[src/rtl/cache_age_tracker.sv]
`default_nettype none
// ============================================================================
// Module   : cache_age_tracker
// Purpose  : Per-set 8-way LRU age store with a one-stage lookup/update
//            pipeline. Each accepted lookup reads the set's packed age vector,
//            runs it through the age converter, writes the result back and
//            returns the way to use (hit way, or the age-7 victim on a miss).
// Ports    : clk, reset           - clock, synchronous active-high reset
//            init_done            - age store initialised, lookups accepted
//            req_valid/req_ready  - lookup handshake
//            req_set_idx/ishit/way- lookup set, hit flag, hit way
//            rsp_valid/rsp_ready  - response handshake (held until ready)
//            rsp_set_idx/ishit/way- echoed set/hit flag, selected way
// Revision : 1.0 - initial release
// ============================================================================
module cache_age_tracker #(
   parameter int C_N_WAY    = 3,
   parameter int C_SET_BITS = 5
) (
   input  logic                  clk,
   input  logic                  reset,
   output logic                  init_done,
   input  logic                  req_valid,
   output logic                  req_ready,
   input  logic [C_SET_BITS-1:0] req_set_idx,
   input  logic                  req_ishit,
   input  logic [C_N_WAY-1:0]    req_way,
   output logic                  rsp_valid,
   input  logic                  rsp_ready,
   output logic [C_SET_BITS-1:0] rsp_set_idx,
   output logic                  rsp_ishit,
   output logic [C_N_WAY-1:0]    rsp_way
);

   localparam int c_n_ways = 1 << C_N_WAY;
   localparam int c_age_w  = c_n_ways * C_N_WAY;
   localparam int c_n_sets = 1 << C_SET_BITS;
   localparam logic [C_SET_BITS-1:0] c_last_set = '1;
   localparam logic [C_N_WAY-1:0]    c_age_max  = '1;

   typedef enum logic [0:0] {ST_INIT = 1'b0, ST_RUN = 1'b1} state_t;

   state_t                r_state;
   state_t                w_state_nxt;
   logic [C_SET_BITS-1:0] r_init_cnt;
   logic                  r_init_done;

   logic [c_age_w-1:0]    r_age_mem [c_n_sets];

   logic                  r_p1_valid;
   logic [C_SET_BITS-1:0] r_p1_set;
   logic                  r_p1_ishit;
   logic [C_N_WAY-1:0]    r_p1_way;

   logic                  r_rsp_valid;
   logic [C_SET_BITS-1:0] r_rsp_set_idx;
   logic                  r_rsp_ishit;
   logic [C_N_WAY-1:0]    r_rsp_way;

   logic                  w_advance;
   logic                  w_req_ready;
   logic                  w_accept;

   logic [c_age_w-1:0]    w_default_ages;
   logic [c_age_w-1:0]    w_cur_ages;
   logic [c_age_w-1:0]    w_new_ages;
   logic [C_N_WAY-1:0]    w_cur_age [c_n_ways];
   logic [C_N_WAY-1:0]    w_new_age [c_n_ways];
   logic                  w_conv_found;
   logic [C_N_WAY-1:0]    w_conv_victim;
   logic [C_N_WAY-1:0]    w_conv_ref_way;
   logic [C_N_WAY-1:0]    w_conv_ref_age;

   // Default vector: way i holds age i (way 7 is the initial LRU victim).
   generate
      for (genvar gi = 0; gi < c_n_ways; gi++) begin : g_ages
         assign w_default_ages[gi*C_N_WAY +: C_N_WAY] = C_N_WAY'(gi);
         assign w_cur_age[gi]                         = w_cur_ages[gi*C_N_WAY +: C_N_WAY];
         assign w_new_ages[gi*C_N_WAY +: C_N_WAY]     = w_new_age[gi];
      end
   endgenerate

   // ---------------------------------------------------------------- FSM
   always_ff @(posedge clk) begin
      if (reset) begin
         r_state     <= ST_INIT;
         r_init_cnt  <= '0;
         r_init_done <= 1'b0;
      end else begin
         r_state     <= w_state_nxt;
         r_init_done <= (w_state_nxt == ST_RUN);
         if (r_state == ST_INIT) begin
            r_init_cnt <= r_init_cnt + C_SET_BITS'(1);
         end
      end
   end

   always_comb begin
      w_state_nxt = r_state;
      case (r_state)
         ST_INIT: if (r_init_cnt == c_last_set) w_state_nxt = ST_RUN;
         ST_RUN:  w_state_nxt = ST_RUN;
         default: w_state_nxt = ST_INIT;
      endcase
   end

   // ---------------------------------------------------------------- handshake
   assign w_advance   = r_p1_valid & (~r_rsp_valid | rsp_ready);
   assign w_req_ready = r_init_done & (~r_p1_valid | w_advance);
   assign w_accept    = req_valid & w_req_ready;

   // ---------------------------------------------------------------- age converter
   // Combinational read of the set held in p1. Same-set back-to-back lookups
   // need no bypass: the write lands at the advance edge, before the next read.
   assign w_cur_ages = r_age_mem[r_p1_set];

   always_comb begin : new_age_converter
      w_conv_found  = 1'b0;
      w_conv_victim = r_p1_way;   // fallback if no way holds the maximum age
      for (int i = 0; i < c_n_ways; i++) begin
         if (!w_conv_found && (w_cur_age[i] == c_age_max)) begin
            w_conv_found  = 1'b1;
            w_conv_victim = C_N_WAY'(i);
         end
      end
      w_conv_ref_way = r_p1_ishit ? r_p1_way : w_conv_victim;
      w_conv_ref_age = w_cur_age[w_conv_ref_way];
      // Referenced way becomes MRU; only ways younger than it age by one.
      for (int i = 0; i < c_n_ways; i++) begin
         if (C_N_WAY'(i) == w_conv_ref_way) begin
            w_new_age[i] = '0;
         end else if (w_cur_age[i] < w_conv_ref_age) begin
            w_new_age[i] = w_cur_age[i] + C_N_WAY'(1);
         end else begin
            w_new_age[i] = w_cur_age[i];
         end
      end
   end

   // ---------------------------------------------------------------- age store
   // Reset blocks the write so an in-flight p1 entry is dropped unwritten.
   always_ff @(posedge clk) begin
      if (!reset) begin
         if (r_state == ST_INIT) begin
            r_age_mem[r_init_cnt] <= w_default_ages;
         end else if (w_advance) begin
            r_age_mem[r_p1_set] <= w_new_ages;
         end
      end
   end

   // ---------------------------------------------------------------- pipeline
   always_ff @(posedge clk) begin
      if (reset) begin
         r_p1_valid <= 1'b0;
         r_p1_set   <= '0;
         r_p1_ishit <= 1'b0;
         r_p1_way   <= '0;
      end else if (w_accept) begin
         r_p1_valid <= 1'b1;
         r_p1_set   <= req_set_idx;
         r_p1_ishit <= req_ishit;
         r_p1_way   <= req_way;
      end else if (w_advance) begin
         r_p1_valid <= 1'b0;
      end
   end

   always_ff @(posedge clk) begin
      if (reset) begin
         r_rsp_valid   <= 1'b0;
         r_rsp_set_idx <= '0;
         r_rsp_ishit   <= 1'b0;
         r_rsp_way     <= '0;
      end else if (w_advance) begin
         r_rsp_valid   <= 1'b1;
         r_rsp_set_idx <= r_p1_set;
         r_rsp_ishit   <= r_p1_ishit;
         r_rsp_way     <= r_p1_ishit ? r_p1_way : w_conv_victim;
      end else if (rsp_ready) begin
         r_rsp_valid   <= 1'b0;
      end
   end

   assign init_done   = r_init_done;
   assign req_ready   = w_req_ready;
   assign rsp_valid   = r_rsp_valid;
   assign rsp_set_idx = r_rsp_set_idx;
   assign rsp_ishit   = r_rsp_ishit;
   assign rsp_way     = r_rsp_way;

endmodule
`default_nettype wire

[config.mk]
export PLATFORM = sky130hd
export DESIGN_NAME = cache_age_tracker
export DESIGN_NICKNAME = d
export VERILOG_FILES = /design/src/rtl/cache_age_tracker.sv
export SDC_FILE = /design/constraint.sdc
export NUM_CORES = 1
export LEC_CHECK = 0
export CAP_MARGIN = 20
export CORE_MARGIN = 2
export CORE_UTILIZATION = 30
export CTS_CLUSTER_DIAMETER = 80
export DETAILED_ROUTE_END_ITERATION = 10
export SYNTH_ARGS = -nofsm -noshare
export SYNTH_HDL_FRONTEND = slang
export SYNTH_SLANG_ARGS = --single-unit
[constraint.sdc]
create_clock -name clk -period 23.5 [get_ports clk]
set_input_delay 4.7 -clock clk [delete_from_list [all_inputs] [get_ports clk]]
set_output_delay 4.7 -clock clk [all_outputs]
set_load 0.05 [all_outputs]
==> flow_metrics.env, run 1 <==
export IMPL_utilization=0.3508
export IMPL_cp_end_kind="output port"
export IMPL_die_h_um=332.9
export IMPL_use_met3=0.02332
export IMPL_seq_area_frac_synth=0.7297
export IMPL_finalMaxSlewViolations=0
export IMPL_coreArea_um2=107200
export IMPL_cp_required_ps=18800
export IMPL_synth_edf_count=768
export IMPL_drt_first_pass_iters=6
export IMPL_fin_worst_skew_ps=26.91
export IMPL_drv_cap=0
export IMPL_die_width_um=332.9
export IMPL_ctsHoldBuffers=0
export IMPL_synth_main_ff_cell="edfxtp_1"
export IMPL_yosys_warnings=0
export IMPL_critical_path_arrival_ps=6370
export IMPL_hold_viol=0
export IMPL_use_met1=0.1904
export IMPL_critPathKind="input pin to output port"
export IMPL_drt_iter0_markers=1788
export IMPL_routed_wl_um=80290
export IMPL_status="complete, no violations"
export IMPL_syn_inst=1707
export IMPL_grt_pass1_wl_um=116100
export IMPL_areaGrowthSynthToFinish_pct=15.88
export IMPL_cts_made_buffers=81
export IMPL_irDropWorstVdd_uv=48.79
export IMPL_maxSlewHeadroom=0.2399
export IMPL_dieArea_um2=110800
export IMPL_start_util=0.3027
export IMPL_final_cell_mix="edfxtp_1, mux4_2, mux2i_1, clkbuf_16, nand2_1"
export IMPL_worst_path_max_delay_cell="clkdlybuf4s50_1"
export IMPL_overflow=0
export IMPL_place_congestion=0.8672
export IMPL_worst_slack_ps=12430
export IMPL_pre_cts_ws_ps=12430
export IMPL_grt_pass1_vias=16910
export IMPL_cts_repair_resized=0
export IMPL_r2r_setup_slack_ps=14490
export IMPL_clock_sinks=799
export IMPL_ios=25
export IMPL_reg2reg_to="r_age_mem[13][9]"
export IMPL_postSynthNetCount=1746
export IMPL_max_stage_delay_ps=700
export IMPL_holdWs_ps=456.7
export IMPL_via_per_inst=5.150
export IMPL_p_per_area_nw_per_um2=78.10
export IMPL_tightest_slew_ps=1138
export IMPL_antenna_cells=0
export IMPL_syn_cell_area_um2=32450
export IMPL_busiest_layer="met2"
export IMPL_insertion_delay_ps=640
export IMPL_worstSetupStartpointType="input pin"
export IMPL_avgSynthCellArea_um2=19.01
export IMPL_leakagePower_nw=11.25
export IMPL_crit_end="req_ready"
export IMPL_cts_tree="built"
export IMPL_portBuffers=24
export IMPL_placed_area_um2=34790
export IMPL_final_common_cell="edfxtp_1"
export IMPL_synth_seq_cells=799
export IMPL_dpl_hpwl_um=46360
export IMPL_crit_path_max_fanout=4
export IMPL_async_flop_share=0
export IMPL_htree_levels=3
export IMPL_ant_nets=0
export IMPL_path_common_cell="clkdlybuf4s50_1"
export IMPL_startpoint="rsp_ready"
export IMPL_rows=120
export IMPL_track_usage=0.1428
export IMPL_setup_violations=0
export IMPL_r2r_worst_path_cells=16
export IMPL_fin_area_um2=37610
export IMPL_antenna_found_initial=0
export IMPL_tns_ps=0
export IMPL_rsz0062_at_grt="no"
export IMPL_hp_class="register to register"
export IMPL_clk_path_buf_depth=3
export IMPL_cts_root_buf="clkbuf_16"
export IMPL_path_cells="clkdlybuf4s50_1 > nor2b_1 > nand2_1 > and2_0 > clkdlybuf4s50_1"
export IMPL_layout_drive_gt1_share=0.2366
export IMPL_cts_reportedPaths_clkPinSlew_ps=50
export IMPL_drt_wirelength_per_cell_um=24.61
export IMPL_layout_nets=1836
export IMPL_max_freq_ghz=0.09034
export IMPL_vias=16810
export IMPL_hold_start="rsp_set_idx[1]"
export IMPL_layout_min_cycle_time_ps=11070
export IMPL_grt_max_degree=135
export IMPL_grt_use_met2=0.2433
export IMPL_drc=0
export IMPL_yosys_cell_types_count=80
export IMPL_period_share=0.4710
export IMPL_post_cts_buffers=0
-- layer usage --
metal / up-vias / routed length (um) / share of wire
met5: - / 0 / 0
met4: 0 / 1672 / 0.021
met3: 111 / 4428 / 0.055
met2: 520 / 40220 / 0.50
met1: 8970 / 33970 / 0.42
li1: 7205 / - / -
-- cells in the mapped netlist, drive strengths merged, types with 15 or more instances --
cell	n	area, um^2
edfxtp	768	23060
nor2b	15	96.34
inv	20	75.07
a21oi	31	155.2
a22oi	44	330.3
mux2i	122	1234
o21ai	26	130.1
o22ai	24	150.1
buf	61	452.9
dfxtp	31	620.6
mux4	159	3581
nand2	67	251.5
nor2	86	325.3
clkbuf	25	93.84
ha	26	325.3
nand3	30	150.1
-- how the worst min path moves through the flow --
stage	to	slack, ps	cells past startpoint
after global placement	rsp_set_idx[0]	450	2
after detailed placement	rsp_ishit	450	2
after global routing	rsp_ishit	470	2
after CTS	rsp_ishit	460	2
final	rsp_set_idx[1]	460	2
after floorplan	rsp_set_idx[0]	440	2
-- state kept, by name, summed over array words and instances, names as in the netlist, named ones only --
name,flops
init_done,1
r_age_mem,768
r_init_cnt,5
r_p1_ishit,1
r_p1_set,5
r_p1_valid,1
r_p1_way,3
rsp_ishit,1
rsp_set_idx,5
rsp_valid,1
rsp_way,3
-- area by class of cell --
type,count,area [um^2]
fill,9961,69600
sequential,799,23690
multi-input combinational,801,8467
clock buffer,105,2232
tap,1403,1755
timing repair buffer,93,927.1
clock inverter,41,454.2
inverter,21,78.83
-- kinds of logic (layout without fill, tap and decap cells) --
family	after synthesis	count (layout)	share of synthesized area
multiplexers	291	291	0.1518
AND/OR/NAND/NOR	272	272	0.04187
AO/OA/AOI/OAI	204	204	0.04507
adder cells (fa/ha/maj)	28	28	0.01064
buffers and inverters	107	260	0.01928
flip-flops	799	799	0.7297
XOR/XNOR	6	6	0.001619
-- metrics by stage --
step	std cells	total power [mW]
after floorplan	1707	1.644
after global placement	3102	1.671
after detailed placement	3109	1.675
after CTS	3255	2.958
after global routing	3263	3.019
final	3263	2.937
-- power by group --
part	switching (mW)	total, mW	internal (mW)
Clock	0.529	1.29	0.762
Combinational	0.0641	0.0987	0.0345
Sequential	0.00202	1.55	1.55
-- critical path: cells and delay by family --
| family | cells | cell delay [ps] |
|---|---|---|
| buf+inv | 2 | 1110 |
| simple gates | 3 | 560 |
No activity file was read; power rests on OpenSTA's default activity.
==> inputs of run 2 (changes only) <==
- clock period: 23.5 -> 9.05 ns (I/O delays scaled with it)
==> flow_metrics.env, run 2 (synthesis results as in run 1) <==
export IMPL_status="complete, no violations"
export IMPL_hold_viol=0
export IMPL_p_per_area_nw_per_um2=204.7
export IMPL_die_width_um=332.9
export IMPL_drt_iter0_markers=1857
export IMPL_layoutNonFillerInstCount=3284
export IMPL_rows=120
export IMPL_portBuffers=24
export IMPL_rsz0062_at_grt="no"
export IMPL_drt_first_pass_iters=5
export IMPL_r2r_worst_path_cells=20
export IMPL_ios=25
export IMPL_hold_start="rsp_set_idx[1]"
export IMPL_ctsHoldBuffers=0
export IMPL_cts_made_buffers=83
export IMPL_tns_ps=0
export IMPL_track_usage=0.1493
export IMPL_holdPathEnd="rsp_set_idx[1]"
export IMPL_worstSetupStartpointType="register"
export IMPL_place_congestion=0.8521
export IMPL_irDropWorstVdd_uv=122.0
export IMPL_cp_required_ps=9350
export IMPL_cts_root_buf="clkbuf_16"
export IMPL_leakagePower_nw=11.34
export IMPL_final_common_cell="edfxtp_1"
export IMPL_holdWs_ps=461.6
export IMPL_max_freq_ghz=0.1254
export IMPL_period_share=0.8808
export IMPL_maxSlewHeadroom=0.3309
export IMPL_utilization=0.3517
export IMPL_critPathKind="register to register"
export IMPL_start_util=0.3027
export IMPL_final_cell_mix="edfxtp_1, mux4_2, mux2i_1, clkbuf_16, buf_4"
export IMPL_cp_end_kind="register"
export IMPL_insertion_delay_ps=640
export IMPL_critical_path_arrival_ps=8270
export IMPL_place_inst=3125
export IMPL_overflow=0
export IMPL_largest_register="r_age_mem"
export IMPL_die_h_um=332.9
export IMPL_r2r_setup_slack_ps=1080
export IMPL_htree_levels=3
export IMPL_setup_violations=0
export IMPL_hp_class="register to register"
export IMPL_tightest_slew_ps=1002
export IMPL_dieArea_um2=110800
export IMPL_clock_sinks=799
export IMPL_drv_cap=0
export IMPL_finalMaxSlewViolations=0
export IMPL_grt_max_degree=66
export IMPL_reg2reg_to="r_age_mem[9][9]"
export IMPL_grt_pass1_wl_um=120800
export IMPL_layout_min_cycle_time_ps=7972
export IMPL_cts_repair_resized=0
export IMPL_dpl_hpwl_um=49690
export IMPL_coreArea_um2=107200
export IMPL_post_cts_buffers=0
export IMPL_layout_drive_gt1_share=0.2451
export IMPL_routed_wl_um=84240
export IMPL_drt_wirelength_per_cell_um=25.65
export IMPL_clk_path_buf_depth=3
export IMPL_areaGrowthSynthToFinish_pct=16.17
export IMPL_crit_path_max_fanout=41
export IMPL_fin_worst_skew_ps=18.82
export IMPL_ant_nets=0
export IMPL_power_mw=7.717
export IMPL_cts_reportedPaths_clkPinSlew_ps=60
export IMPL_via_per_inst=5.167
export IMPL_drc=0
export IMPL_grt_pass1_vias=17060
export IMPL_largest_register_ff_count=768
export IMPL_vias=16970
export IMPL_antenna_found_initial=0
export IMPL_antenna_cells=0
export IMPL_hold_path_cell_count=2
export IMPL_layout_nets=1853
export IMPL_cts_tree="built"
==> run 2: cell count changes in the layout (fill, tap and decap cells not counted), sizes merged <==
cell,change
clkinvlp,-1
clkbuf,-6
clkinv,+11
buf,+16
inv,+1
==> run 2: worst max-delay path, stage by stage, from the launching register on <==
cell and delay [ps]:
dfxtp_4 910, buf_4 410, nor2b_2 190, buf_4 370, a22oi_1 190, nand3_1 190
o31ai_1 200, nor2_1 330, inv_1 110, ha_1 200, ha_1 240, nor4_1 400
o21bai_1 220, o21ai_1 560, nand4_1 200, o21ai_0 130, a311o_1 510, nand2_1 590
maj3_1 530, o311ai_1 290, a21o_1 760
==> run 2: stage by stage <==
| step | setup slack, ps | instance area (um^2) |
|---|---|---|
| floorplan | 1280 | 32450 |
| finish | 1078 | 37700 |
| CTS | 1088 | 37600 |
| global placement | 1264 | 34830 |
| global route | 565.9 | 37700 |
| detailed placement | 1094 | 34830 |
==> run 2: cell type report <==
cell class | instances | area, um^2
clock buffer | 100 | 2267
multi-input combinational | 801 | 8462
inverter | 21 | 78.83
tap | 1403 | 1755
sequential | 799 | 23690
fill | 9965 | 69500
clock inverter | 52 | 499.2
timing repair buffer | 108 | 948.4
==> run 2: routing by layer <==
metal	up-vias	share of wire	GRT usage
met5	-	0	0
met1	9025	0.42	0.1983
met2	573	0.50	0.2541
met3	116	0.058	0.02268
li1	7256	-	-
met4	0	0.024	0.04130
==> run 2: worst max-delay path by stage <==
| stage | from | endpoint | slack (ps) |
|---|---|---|---|
| after floorplan | register | r_age_mem[0][17] | 1280 |
| after global placement | register | r_age_mem[3][17] | 1260 |
| after detailed placement | register | r_age_mem[0][17] | 1090 |
| after CTS | register | r_age_mem[2][17] | 1090 |
| after global routing | register | r_age_mem[29][9] | 570 |
| final | register | r_age_mem[9][9] | 1080 |
==> run 2: report_power, final <==
part / internal, mW / total (mW) / switching [mW]
sequential: 4.01 / 4.02 / 0.00568
clock: 2.02 / 3.44 / 1.41
combinational: 0.0925 / 0.263 / 0.171
